`src/rtl/ad_ip_jesd204_tpl_up_pkg.sv`:
```
// Shared types and constants for the JESD204 TPL up-bus fan-out/fan-in fabric.
package ad_ip_jesd204_tpl_up_pkg;

   // One transaction path walks IDLE -> WAIT -> RESP -> IDLE.
   typedef enum logic [1:0] {
      ST_IDLE = 2'd0,
      ST_WAIT = 2'd1,
      ST_RESP = 2'd2
   } txn_state_e;

   // Up-bus data word width.
   localparam int UP_DATA_WIDTH = 32;

   // Read data handed back when no slave claims a read.
   localparam logic [UP_DATA_WIDTH-1:0] DEFAULT_TIMEOUT_RDATA = 32'hDEADDEAD;

   // Width of the wait timer: it only has to reach TIMEOUT_CYCLES-1.
   function automatic int timer_width(input int cycles);
      int w;
      w = $clog2(cycles);
      return (w < 1) ? 1 : w;
   endfunction

endpackage

```
`src/rtl/ad_ip_jesd204_tpl_up_txn.sv`:
```
// One up-bus transaction path (read or write): request broadcast, ack
// collection, timeout and multi-ack detection. DATA_EN selects whether the
// data register holds captured read data (1) or the write data (0).
module ad_ip_jesd204_tpl_up_txn
   import ad_ip_jesd204_tpl_up_pkg::*;
#(
   parameter int          NUM_SLAVES     = 4,
   parameter int          ADDR_WIDTH     = 11,
   parameter int          TIMEOUT_CYCLES = 64,
   parameter logic [31:0] TIMEOUT_RDATA  = DEFAULT_TIMEOUT_RDATA,
   parameter bit          DATA_EN        = 1'b0
) (
   input  logic                     up_clk,
   input  logic                     up_rst,
   input  logic                     m_req,
   input  logic [ADDR_WIDTH-1:0]    m_addr,
   input  logic [31:0]              m_wdata,
   output logic                     m_ack,
   output logic                     s_req,
   output logic [ADDR_WIDTH-1:0]    s_addr,
   input  logic [NUM_SLAVES-1:0]    s_ack,
   input  logic [NUM_SLAVES*32-1:0] s_rdata,
   output logic [31:0]              data,
   output logic                     timeout_evt,
   output logic                     multi_ack_evt
);

   localparam int TW = timer_width(TIMEOUT_CYCLES);
   localparam logic [TW-1:0] TIMER_LAST = TW'(TIMEOUT_CYCLES - 1);

   txn_state_e            state_q, state_d;
   logic [TW-1:0]         timer_q, timer_d;
   logic [ADDR_WIDTH-1:0] addr_q, addr_d;
   logic [31:0]           data_q, data_d;
   logic                  s_req_q, s_req_d;
   logic                  m_ack_q, m_ack_d;

   logic [31:0]           ack_data;
   logic [6:0]            ack_cnt;
   logic                  ack_any;

   // Qualified read-data collection: only slaves that ack contribute.
   // NOTE: every combinational output gets a default first so no latch is inferred.
   always_comb begin
      ack_data = '0;
      ack_cnt  = '0;
      for (int i = 0; i < NUM_SLAVES; i++) begin
         ack_data = ack_data | (s_rdata[32*i +: 32] & {32{s_ack[i]}});
         ack_cnt  = ack_cnt + 7'(s_ack[i]);
      end
      ack_any = |s_ack;
   end

   // Next-state logic of the path: request latch, wait/timeout, response.
   always_comb begin
      state_d       = state_q;
      timer_d       = timer_q;
      addr_d        = addr_q;
      data_d        = data_q;
      s_req_d       = 1'b0;
      m_ack_d       = 1'b0;
      timeout_evt   = 1'b0;
      multi_ack_evt = 1'b0;
      case (state_q)
         ST_IDLE: begin
            if (m_req) begin
               state_d = ST_WAIT;
               addr_d  = m_addr;
               timer_d = '0;
               s_req_d = 1'b1;
               if (!DATA_EN) begin
                  data_d = m_wdata;
               end
            end
         end
         ST_WAIT: begin
            timer_d = timer_q + TW'(1);
            if (ack_any) begin
               // An ack in the timeout cycle still wins over the timeout.
               state_d       = ST_RESP;
               m_ack_d       = 1'b1;
               multi_ack_evt = (ack_cnt > 7'd1);
               if (DATA_EN) begin
                  data_d = ack_data;
               end
            end else if (timer_q == TIMER_LAST) begin
               state_d     = ST_RESP;
               m_ack_d     = 1'b1;
               timeout_evt = 1'b1;
               if (DATA_EN) begin
                  data_d = TIMEOUT_RDATA;
               end
            end
         end
         ST_RESP: begin
            // Late acks here are ignored; read data returns to 0 after the pulse.
            state_d = ST_IDLE;
            if (DATA_EN) begin
               data_d = '0;
            end
         end
         default: begin
            state_d = ST_IDLE;
         end
      endcase
   end

   // State registers with synchronous reset; an aborted transaction emits no ack.
   // NOTE: clocked state uses non-blocking assignments so all flops update together.
   always_ff @(posedge up_clk) begin
      if (up_rst) begin
         state_q <= ST_IDLE;
         timer_q <= '0;
         addr_q  <= '0;
         data_q  <= '0;
         s_req_q <= 1'b0;
         m_ack_q <= 1'b0;
      end else begin
         state_q <= state_d;
         timer_q <= timer_d;
         addr_q  <= addr_d;
         data_q  <= data_d;
         s_req_q <= s_req_d;
         m_ack_q <= m_ack_d;
      end
   end

   assign m_ack  = m_ack_q;
   assign s_req  = s_req_q;
   assign s_addr = addr_q;
   assign data   = data_q;

endmodule

```
`src/rtl/ad_ip_jesd204_tpl_up_fabric.sv`:
```
// Up-bus fabric between up_axi and the TPL register slaves: independent read
// and write paths plus shared sticky error status and timeout counter.
module ad_ip_jesd204_tpl_up_fabric
   import ad_ip_jesd204_tpl_up_pkg::*;
#(
   parameter int          NUM_SLAVES     = 4,
   parameter int          ADDR_WIDTH     = 11,
   parameter int          TIMEOUT_CYCLES = 64,
   parameter logic [31:0] TIMEOUT_RDATA  = DEFAULT_TIMEOUT_RDATA
) (
   input  logic                     up_clk,
   input  logic                     up_rst,
   input  logic                     m_wreq,
   input  logic [ADDR_WIDTH-1:0]    m_waddr,
   input  logic [31:0]              m_wdata,
   output logic                     m_wack,
   input  logic                     m_rreq,
   input  logic [ADDR_WIDTH-1:0]    m_raddr,
   output logic                     m_rack,
   output logic [31:0]              m_rdata,
   output logic                     s_wreq,
   output logic [ADDR_WIDTH-1:0]    s_waddr,
   output logic [31:0]              s_wdata,
   input  logic [NUM_SLAVES-1:0]    s_wack,
   output logic                     s_rreq,
   output logic [ADDR_WIDTH-1:0]    s_raddr,
   input  logic [NUM_SLAVES-1:0]    s_rack,
   input  logic [NUM_SLAVES*32-1:0] s_rdata,
   input  logic                     status_clr,
   output logic                     status_wr_timeout,
   output logic                     status_rd_timeout,
   output logic                     status_multi_ack,
   output logic [7:0]               status_timeout_cnt
);

   logic wr_timeout_evt, rd_timeout_evt;
   logic wr_multi_evt, rd_multi_evt;

   ad_ip_jesd204_tpl_up_txn #(
      .NUM_SLAVES     (NUM_SLAVES),
      .ADDR_WIDTH     (ADDR_WIDTH),
      .TIMEOUT_CYCLES (TIMEOUT_CYCLES),
      .TIMEOUT_RDATA  (TIMEOUT_RDATA),
      .DATA_EN        (1'b0)
   ) i_wr_txn (
      .up_clk        (up_clk),
      .up_rst        (up_rst),
      .m_req         (m_wreq),
      .m_addr        (m_waddr),
      .m_wdata       (m_wdata),
      .m_ack         (m_wack),
      .s_req         (s_wreq),
      .s_addr        (s_waddr),
      .s_ack         (s_wack),
      .s_rdata       (s_rdata),
      .data          (s_wdata),
      .timeout_evt   (wr_timeout_evt),
      .multi_ack_evt (wr_multi_evt)
   );

   ad_ip_jesd204_tpl_up_txn #(
      .NUM_SLAVES     (NUM_SLAVES),
      .ADDR_WIDTH     (ADDR_WIDTH),
      .TIMEOUT_CYCLES (TIMEOUT_CYCLES),
      .TIMEOUT_RDATA  (TIMEOUT_RDATA),
      .DATA_EN        (1'b1)
   ) i_rd_txn (
      .up_clk        (up_clk),
      .up_rst        (up_rst),
      .m_req         (m_rreq),
      .m_addr        (m_raddr),
      .m_wdata       (32'd0),
      .m_ack         (m_rack),
      .s_req         (s_rreq),
      .s_addr        (s_raddr),
      .s_ack         (s_rack),
      .s_rdata       (s_rdata),
      .data          (m_rdata),
      .timeout_evt   (rd_timeout_evt),
      .multi_ack_evt (rd_multi_evt)
   );

   logic       wr_timeout_q, wr_timeout_d;
   logic       rd_timeout_q, rd_timeout_d;
   logic       multi_ack_q, multi_ack_d;
   logic [7:0] cnt_q, cnt_d;
   logic [8:0] cnt_sum;

   // Sticky flags and saturating timeout count; a clear beats a same-cycle set.
   always_comb begin
      wr_timeout_d = wr_timeout_q | wr_timeout_evt;
      rd_timeout_d = rd_timeout_q | rd_timeout_evt;
      multi_ack_d  = multi_ack_q | wr_multi_evt | rd_multi_evt;
      cnt_sum      = {1'b0, cnt_q} + {8'd0, wr_timeout_evt} + {8'd0, rd_timeout_evt};
      cnt_d        = cnt_sum[8] ? 8'hFF : cnt_sum[7:0];
      if (status_clr) begin
         wr_timeout_d = 1'b0;
         rd_timeout_d = 1'b0;
         multi_ack_d  = 1'b0;
         cnt_d        = 8'd0;
      end
   end

   // Status registers with synchronous reset.
   always_ff @(posedge up_clk) begin
      if (up_rst) begin
         wr_timeout_q <= 1'b0;
         rd_timeout_q <= 1'b0;
         multi_ack_q  <= 1'b0;
         cnt_q        <= 8'd0;
      end else begin
         wr_timeout_q <= wr_timeout_d;
         rd_timeout_q <= rd_timeout_d;
         multi_ack_q  <= multi_ack_d;
         cnt_q        <= cnt_d;
      end
   end

   assign status_wr_timeout  = wr_timeout_q;
   assign status_rd_timeout  = rd_timeout_q;
   assign status_multi_ack   = multi_ack_q;
   assign status_timeout_cnt = cnt_q;

endmodule

```
`config.mk`:
```
export PLATFORM = sky130hd
export DESIGN_NAME = ad_ip_jesd204_tpl_up_fabric
export DESIGN_NICKNAME = d
export VERILOG_FILES = /design/src/rtl/ad_ip_jesd204_tpl_up_pkg.sv /design/src/rtl/ad_ip_jesd204_tpl_up_txn.sv /design/src/rtl/ad_ip_jesd204_tpl_up_fabric.sv
export SDC_FILE = /design/constraint.sdc
export NUM_CORES = 1
export LEC_CHECK = 0
export ABC_AREA = 0
export BUFFER_PORTS_ARGS = -buffer_cell sky130_fd_sc_hd__buf_2
export CAP_MARGIN = 20
export CORE_AREA = 2 2 115 117
export DETAILED_ROUTE_END_ITERATION = 12
export DIE_AREA = 0 0 117 119
export PLACE_DENSITY = 0.76
export SKIP_CTS_REPAIR_TIMING = 1
export SLEW_MARGIN = 20
export SYNTH_ARGS = -nofsm -noshare
export SYNTH_HDL_FRONTEND = slang
export SYNTH_SLANG_ARGS = --single-unit
```
`constraint.sdc`:
```
create_clock -name up_clk -period 2.71 [get_ports up_clk]
set_input_delay 0.271 -clock up_clk [delete_from_list [all_inputs] [get_ports up_clk]]
set_output_delay 0.271 -clock up_clk [all_outputs]
set_load 0.005 [all_outputs]
```
==> results of run 1 <==
==> synthesized netlist by cell type (2+ instances only) <==
cell type  count  area share [%]
clkbuf_1      32             2.3
o21a_1         2            0.29
nand3b_1      11             1.6
nor3b_2        2            0.49
nand2_1      137              10
and4_1         2            0.34
inv_1          8            0.59
a211oi_1       5            0.73
mux2_2         2            0.44
dfxtp_1      117              46
a22oi_1       24             3.5
and2_1         2            0.24
a31oi_1        2            0.24
ha_1          11             2.7
nand2b_1       4            0.49
buf_6          2            0.44
or3_1          4            0.49
a221oi_1      33             5.6
a21oi_1       67             6.5
buf_2         13             1.3
and3_1         2            0.24
o31ai_1       10             1.5
or2_2          3            0.37
nand4_1        4            0.49
o211ai_1       2            0.29
o21ai_0        3            0.29
a22o_1        32             5.5
nand3_1        7            0.68
xnor2_1        2            0.34
nor3_1         7            0.68
nor2_1        19             1.4
==> metal layers <==
| layer | track usage (%) | up-vias |
|---|---|---|
| met3 | 6.01 | 51 |
| met2 | 37.8 | 265 |
| met1 | 26.5 | 2523 |
| met4 | 13.0 | 2 |
| met5 | 0 | - |
| li1 | - | 2713 |
==> how the worst max path moves through the flow <==
stage	from	to	slack, ns	cells past startpoint
2_1_floorplan	s_rack[0]	status_timeout_cnt[6]	0.30	11
5_1_grt	i_rd_txn.timer_q[0]	status_timeout_cnt[0]	0.004	9
3_5_place_dp	i_rd_txn.timer_q[1]	status_timeout_cnt[0]	0.25	9
6_report	i_rd_txn.timer_q[0]	status_timeout_cnt[0]	0.25	9
3_3_place_gp	i_rd_txn.timer_q[0]	status_timeout_cnt[0]	0.31	9
4_1_cts	i_rd_txn.timer_q[0]	status_timeout_cnt[0]	0.22	9
==> report_power, final <==
group,switching [W],leakage (nW),internal [W]
registers,0.0000773,0.958,0.00187
clock network,0.000772,0.282,0.00145
logic,0.000420,2.26,0.000386
==> logic make-up after synthesis <==
family | Yosys count | synth area share (%)
buf+inv | 55 | 4.63
mux | 3 | 0.634
xor+xnor | 3 | 0.512
simple gates | 212 | 19.2
fa+ha+maj | 12 | 3.07
flops | 117 | 45.7
compound gates | 190 | 26.3
==> worst reg2reg max path: stages (launching register included) <==
cell and delay (ns):
dfxtp_1 0.36, ha_1 0.21, and2_1 0.21, nand4_1 0.24, nor2_2 0.23, fa_1 0.27
and4_1 0.29, and3_1 0.24, nand3_1 0.17, a21oi_1 0.18
==> area by class of cell <==
class | instances | share of cell area, %
multi-input cells | 420 | 35.0
flip-flops and latches | 117 | 32.0
repair buffers | 308 | 21.5
clock buffers | 24 | 6.71
well taps | 176 | 3.00
clock inverters | 8 | 1.33
inverters | 8 | 0.410
diodes | 4 | 0.137
==> state kept, by name (all words and copies together), names as in the netlist <==
register,count
i_rd_txn.timer_q,6
i_rd_txn.s_req,1
status_timeout_cnt,8
status_multi_ack,1
status_wr_timeout,1
i_rd_txn.s_addr,11
i_wr_txn.m_ack,1
i_rd_txn.m_ack,1
i_wr_txn.s_addr,11
status_rd_timeout,1
i_wr_txn.s_req,1
i_wr_txn.data,32
i_wr_txn.timer_q,6
i_rd_txn.state_q,2
i_rd_txn.data,32
i_wr_txn.state_q,2
==> through the flow <==
| stage | total power [W] | hold WS (ns) | utilization [%] | setup WS (ns) |
|---|---|---|---|---|
| final | 0.00497 | 0.102 | 56.9 | 0.247 |
| after global routing | 0.00521 | 0.0902 | 56.9 | 0.00426 |
| after CTS | 0.00501 | 0.0890 | 56.8 | 0.218 |
| after detailed placement | 0.00279 | 0.444 | 52.3 | 0.253 |
| after global placement | 0.00277 | 0.439 | 52.3 | 0.314 |
| after floorplan | 0.00240 | 0.407 | - | 0.300 |
==> cell usage in the layout (no fill, tap or decap), types with 5 or more instances in the layout <==
cell type and count:
a221oi_1 33, a21oi_1 67, nor3_1 7, buf_4 13, nor2_1 18, nand3b_1 11, inv_1 8, a22o_1 32
clkbuf_16 17, buf_2 295, a211oi_1 5, nand2_1 137, dfxtp_1 117, a22oi_1 24, nand3_1 7, ha_1 11
o31ai_1 10
==> metrics.txt, run 1 <==
GRT Total Usage=22.9%; area grow syn2layout=42.9%; Post-synth EDFFs=0; Final ANT Viol Nets=0; unrepaired setup endpoints after global routing=no; Crit Path Max Fanout=6; layout cells sized above 1=between 30% and 40%; Synth Area per Inst=8.67 µm²; via density per instance=5.22; CTS root buffer=clkbuf_16; M1 wire length=6670 µm; worst path required time=3.04 ns; synth unique cells=52; largest stage delay on the critical path=around 0.36 ns; gr ovfl total=0; Slew Limit Fails=0; sequential area share after synthesis=between 40 and 50%; Layout Cells excl Fill=1065; # rows=between 40 and 50; CTS Buffer Depth=2; Hold Crit Endpoint=i_rd_txn.s_addr[7]; Tcrit/Tclk final=90.9%; worst vdd ir=0.403 mV; status=completed; ys async rst share=0%; # fillers=1197; Worst Setup End Kind=flip-flop; worst hold path class=input pin to flip-flop; CP startpoint kind=flip-flop; Port Buffers=295; number of global-route vias before repair=5278; area post-placement=0.00673 mm²; Top delay family on crit path=simple AND/OR/NAND/NOR gates; WL final=between 15000 and 20000 µm; Reg area=0.00234 mm²; Reg2Reg Launch Point=i_rd_txn.timer_q[0]; top sig layer=met5; # DRC=0; Relative slew margins=34.0%; R2R cell count=9; Setup TNS=0 ns; dpl cells=1029; initial drt markers=373; core box area=approximately 0.013 mm²; footprint of the multi-input gates=0.00256 mm²; Die Width=117 µm; CTS tree=done; worst skew pair latency=0.41 ns; Hold Fails Final Rpt=0; chip height=119 µm; Setup Viol. Count Final=0; hold path depth=3; Syn Inst Count=592; worst-margin pin slew=0.990 ns; first-pass GRT wire length=25200 µm; RR Endpoint=status_timeout_cnt[0]; MaxCap Viol Count=0; clk sinks=117; largest net degree at the start of global routing=49; per-cell routed wire length=between 15 and 20 µm; synthesis-stage register bit count=117; H-tree Lvls=4; met2 WL=7700 µm; met3 wire length=1300 µm; Crit Path Category=flip-flop to flip-flop; die area=~0.014 mm²; Initial Utilization=39.8%; clock slew at reported path FFs=around 0.060 ns; slowest CP cell=dfxtp_1; endpoint arrival time on the critical path=between 2 and 3 ns; fin area=between 0.007 and 0.008 mm²; FF-to-FF setup slack=0.25 ns; Post-synth top flop=dfxtp_1; DR vias=roughly 5600; HPWL Detailed=12100 µm; Post-Syn Area=0.00513 mm²; Max Freq=between 0.4 and 0.5 GHz; Placer Congestion=0.830; Ys Warns=0; Min-Delay Startpoint=m_raddr[7]; initial antenna violation count=5; NumNets Final=around 1100; Worst Path Buf+Inv=0; total leakage power=3.50 nW; io pins=between 200 and 300; min cycle time layout=around 2.5 ns; clock skew=0.00956 ns; Synthesized Nets=~800; PD cells=678 mW/mm²; first drt pass iteration count=4; cells along the critical path=ha_1, and2_1, nand4_1, nor2_2, fa_1, and4_1, and3_1, nand3_1, a21oi_1; TritonCTS buffer count=17
No activity file was read; power rests on OpenSTA's default activity.
==> run 2, diff against run 1 <==
--- a/config.mk
+++ b/config.mk
@@ -9,8 +9,10 @@
 export BUFFER_PORTS_ARGS = -buffer_cell sky130_fd_sc_hd__buf_2
 export CAP_MARGIN = 20
 export CORE_AREA = 2 2 115 117
+export CTS_BUF_LIST = sky130_fd_sc_hd__clkbuf_4 sky130_fd_sc_hd__clkbuf_8 sky130_fd_sc_hd__clkbuf_16
 export DETAILED_ROUTE_END_ITERATION = 12
 export DIE_AREA = 0 0 117 119
+export GPL_ROUTABILITY_DRIVEN = 0
 export PLACE_DENSITY = 0.76
 export SKIP_CTS_REPAIR_TIMING = 1
 export SLEW_MARGIN = 20
==> metrics.txt, run 2 (synthesized netlist as in run 1, its figures left out) <==
Net Sw Power=0.00128 W; Max Freq=0.404 GHz; sequential share of power=roughly two fifths; number of global-route vias before repair=5279; CTS Buffer Depth=2; Setup TNS=0 ns; H-tree Lvls=4; via density per instance=roughly 5.2; Net Sw Frac=25.5%; DR vias=around 5500; CP startpoint kind=flip-flop; footprint of the multi-input gates=0.00256 mm²; cells along the critical path=ha_1, and2_1, nand4_1, nor2_2, fa_1, and4_1, and3_1, nand3_1, a21oi_1; Die Width=117 µm; largest net degree at the start of global routing=slightly below 50; Slew Limit Fails=0; clock skew=slightly below 0.01 ns; commonest non-fill, non-tap cells in the layout=295 x buf_2, 137 x nand2_1, 117 x dfxtp_1, 67 x a21oi_1, 33 x a221oi_1; endpoint arrival time on the critical path=between 2 and 3 ns; Crit Path Category=flip-flop to flip-flop; Layout Cells excl Fill=1065; Crit Path Max Fanout=6; initial drt markers=about 370; PD cells=682 mW/mm²; worst skew pair latency=0.41 ns; initial antenna violation count=5; area grow syn2layout=43.1%; worst hold path class=input pin to flip-flop; Initial Utilization=39.8%; clock slew at reported path FFs=0.06 ns; combinational share of power=16.1%; slowest CP cell=dfxtp_1; worst-margin pin slew=slightly below 1 ns; Top delay family on crit path=simple AND/OR/NAND/NOR gates; total leakage power=between 3 and 4 nW; # DRC=0; NumNets Final=1079; per-cell routed wire length=approximately 15 µm; core box area=about 0.013 mm²; CTS root buffer=clkbuf_16; Worst Setup End Kind=flip-flop; clk sinks=about 120; unrepaired setup endpoints after global routing=no; min cycle time layout=2.48 ns; worst vdd ir=0.404 mV; clock power share=45.0%; HPWL Detailed=12100 µm; WL final=16500 µm; Reg area=between 0.002 and 0.0025 mm²; first-pass GRT wire length=between 20000 and 30000 µm; Relative slew margins=34.4%; first drt pass iteration count=4; Worst Path Buf+Inv=0; TritonCTS buffer count=17; chip height=~120 µm; Port Buffers=slightly below 300; gr ovfl total=0; largest stage delay on the critical path=0.36 ns; GRT Total Usage=23.0%; dpl cells=1029; CTS tree=done; Int Pwr=0.00373 W; Final ANT Viol Nets=0; Tcrit/Tclk final=91.4%; Hold Fails Final Rpt=0; worst path required time=3.05 ns; Setup Viol. Count Final=0; # fillers=1196; MaxCap Viol Count=0; io pins=a little under 300; status=completed; # rows=between 40 and 50; layout cells sized above 1=40.0%; die area=0.0139 mm²; most common cell after layout, fill and taps aside=buf_2
-- run 2: final timing paths --
path                                     startpoint                     to  slack (ns)  cells past startpoint
worst max register to register  i_rd_txn.timer_q[0]  status_timeout_cnt[0]        0.23                      9
worst min-delay path                     m_raddr[7]     i_rd_txn.s_addr[7]        0.10                      3
worst min register to register     i_wr_txn.data[4]       i_wr_txn.data[4]        0.45                      2
worst max-delay path            i_rd_txn.timer_q[0]  status_timeout_cnt[0]        0.23                      9
-- run 2: layout make-up --
cell class / instances / area share [%]
Inverter: 8 / 0.409
Timing Repair Buffer: 308 / 21.4
Clock buffer: 24 / 6.85
Antenna cell: 4 / 0.136
Tap cell: 176 / 3.00
Sequential cell: 117 / 31.9
Clock inverter: 8 / 1.33
Multi-Input combinational cell: 420 / 34.9
-- run 2: per-layer routing --
metal / GRT usage, % / share of wire, % / vias up
li1: - / - / 2714
met1: 26.5 / 41 / 2509
met2: 38.0 / 47 / 257
met3: 5.95 / 7.8 / 50
met4: 13.1 / 4.0 / 2
met5: 0 / 0.097 / -
-- run 2: power by group through the flow --
stage | clock (W) | sequential (W) | combinational (W)
global route | 0.00238 | 0.00196 | 0.000899
global placement | 0 | 0.00197 | 0.000801
floorplan | 0 | 0.00199 | 0.000417
CTS | 0.00229 | 0.00194 | 0.000812
detailed placement | 0 | 0.00198 | 0.000811
finish | 0.00225 | 0.00195 | 0.000807
-- run 2: metrics by stage --
| stage | instance area [µm²] | setup slack [ns] | total power (W) | util (%) | hold WS [ns] |
|---|---|---|---|---|---|
| after floorplan | 5130 | 0.300 | 0.00240 | - | 0.407 |
| after global placement | 6730 | 0.314 | 0.00277 | 52.3 | 0.439 |
| after detailed placement | 6730 | 0.253 | 0.00279 | 52.3 | 0.444 |
| after CTS | 7330 | 0.218 | 0.00504 | 56.9 | 0.0890 |
| after global routing | 7340 | 0.00426 | 0.00524 | 57.0 | 0.0902 |
| final | 7340 | 0.233 | 0.00501 | 57.0 | 0.100 |
-- run 2: worst min-delay path: cells and delay by family --
family / cells / cell delay, ns
buffers and inverters: 1 / 0.10
AOI/OAI and AO/OA: 1 / 0.05
and+or+nand+nor: 1 / 0.04
==> run 3, diff against run 2 <==
--- a/config.mk
+++ b/config.mk
@@ -8,12 +8,14 @@
 export ABC_AREA = 0
 export BUFFER_PORTS_ARGS = -buffer_cell sky130_fd_sc_hd__buf_2
 export CAP_MARGIN = 20
-export CORE_AREA = 2 2 115 117
+export CELL_PAD_IN_SITES_DETAIL_PLACEMENT = 1
+export CELL_PAD_IN_SITES_GLOBAL_PLACEMENT = 1
+export CORE_MARGIN = 2
+export CORE_UTILIZATION = 31
 export CTS_BUF_LIST = sky130_fd_sc_hd__clkbuf_4 sky130_fd_sc_hd__clkbuf_8 sky130_fd_sc_hd__clkbuf_16
 export DETAILED_ROUTE_END_ITERATION = 12
-export DIE_AREA = 0 0 117 119
 export GPL_ROUTABILITY_DRIVEN = 0
-export PLACE_DENSITY = 0.76
+export PLACE_DENSITY = 0.82
 export SKIP_CTS_REPAIR_TIMING = 1
 export SLEW_MARGIN = 20
 export SYNTH_ARGS = -nofsm -noshare
==> metrics.txt, run 3 (synthesized netlist as in run 1, its figures left out) <==
status=completed; Initial Utilization=31.3%; Slew Limit Fails=0; die area=~0.018 mm²; TritonCTS buffer count=17; Tcrit/Tclk final=90.8%; cells along the critical path=ha_1, and2_1, nand4_1, nor2_1, fa_1, and4_1, and3_1, nand3_1, a21oi_1; # DRC=0; clock slew at reported path FFs=0.06 ns; Crit Path Category=flip-flop to flip-flop; per-cell routed wire length=16.7 µm; clk sinks=117; GRT Total Usage=20.8%; worst path required time=3.05 ns; Relative slew margins=33.6%; worst vdd ir=roughly 0.41 mV; H-tree Lvls=4; combinational share of power=16.7%; Worst Setup End Kind=flip-flop; CTS tree=done; Design Power=approximately 0.005 W; Crit Path Max Fanout=6; unrepaired setup endpoints after global routing=no; worst skew pair latency=0.41 ns; Setup Viol. Count Final=0; first-pass GRT wire length=29200 µm; MaxCap Viol Count=0; area post-placement=between 0.006 and 0.007 mm²; Die Width=133 µm; layout cells sized above 1=around two fifths; first drt pass iteration count=4; Max Freq=just over 0.4 GHz; Setup TNS=0 ns; largest stage delay on the critical path=0.36 ns; M1 GR Usage=23.4%; min cycle time layout=2.46 ns; CTS Buffer Depth=2; routing usage on met3=6.09%; Int Pwr=0.00368 W; most common cell after layout, fill and taps aside=buf_2; Hold Fails Final Rpt=0; initial drt markers=256; Port Buffers=just under 300; fin area=0.00738 mm²; CTS root buffer=clkbuf_16; number of global-route vias before repair=5724; io pins=just under 300; Reg area=0.00234 mm²; Net Sw Power=0.00130 W; footprint of the multi-input gates=0.00256 mm²; Top Usage Layer GRT=met2; area grow syn2layout=43.8%; Net Sw Frac=26.2%; gr ovfl total=0; via density per instance=5.04; M2 GR Usage=37.8%; clock skew=0.00756 ns; # rows=47; worst-margin pin slew=0.996 ns; clock power share=44.2%; Final ANT Viol Nets=0; HPWL Detailed=13900 µm; initial antenna violation count=2; WL final=18500 µm; chip height=133 µm; core box area=0.0164 mm²; endpoint arrival time on the critical path=2.80 ns; largest net degree at the start of global routing=49; commonest non-fill, non-tap cells in the layout=295 x buf_2, 137 x nand2_1, 117 x dfxtp_1, 67 x a21oi_1, 33 x a221oi_1; PD cells=675 mW/mm²; CP startpoint kind=flip-flop; # fillers=2036; DR vias=5587; NumNets Final=between 1000 and 1500; sequential share of power=approximately two fifths; slowest CP cell=dfxtp_1; worst hold path class=input pin to flip-flop; total leakage power=3.52 nW
==> run 3: metrics by stage <==
step | utilization [%] | cells | setup WS (ns) | hold slack, ns
floorplan | - | 592 | 0.300 | 0.407
global placement | 41.4 | 1074 | 0.391 | 0.440
detailed placement | 41.4 | 1074 | 0.281 | 0.443
CTS | 44.9 | 1106 | 0.227 | 0.0809
global route | 44.9 | 1107 | 0.0111 | 0.0912
finish | 45.0 | 1108 | 0.250 | 0.0958
==> run 3: final cells by class <==
class,instances,area share (%)
tap,220,3.73
timing repair buffer,309,21.4
sequential,117,31.8
multi-input combinational,420,34.7
inverter,8,0.407
clock buffer,22,6.45
antenna,2,0.0678
clock inverter,10,1.42
==> run 3: worst paths after layout <==
path	from	depth (start not counted)	endpoint	slack, ns
worst max register to register	i_rd_txn.timer_q[0]	9	status_timeout_cnt[0]	0.25
worst min-delay path	m_raddr[1]	3	i_rd_txn.s_addr[1]	0.1
worst min register to register	i_rd_txn.s_addr[0]	2	i_rd_txn.s_addr[0]	0.45
worst max-delay path	i_rd_txn.timer_q[0]	9	status_timeout_cnt[0]	0.25
==> run 3: power groups by stage <==
stage / clock (W) / combinational (W) / sequential (W)
finish: 0.00220 / 0.000832 / 0.00195
floorplan: 0 / 0.000417 / 0.00199
global route: 0.00234 / 0.000923 / 0.00196
global placement: 0 / 0.000818 / 0.00197
detailed placement: 0 / 0.000837 / 0.00198
CTS: 0.00226 / 0.000843 / 0.00195
==> run 3: worst max-delay path, delay by kind of cell (launching register included) <==
kind                       cells  cell delay [ns]
and+or+nand+nor                6             1.31
adders and majority gates      2             0.52
DFF                            1             0.36
AOI/OAI and AO/OA              1             0.19
==> run 3: routing by layer <==
metal  vias up  wire length [µm]
met5         -                 0
met4         0               305
met3        22              1340
met2       236              9410
met1      2612              7470
li1       2717                 -
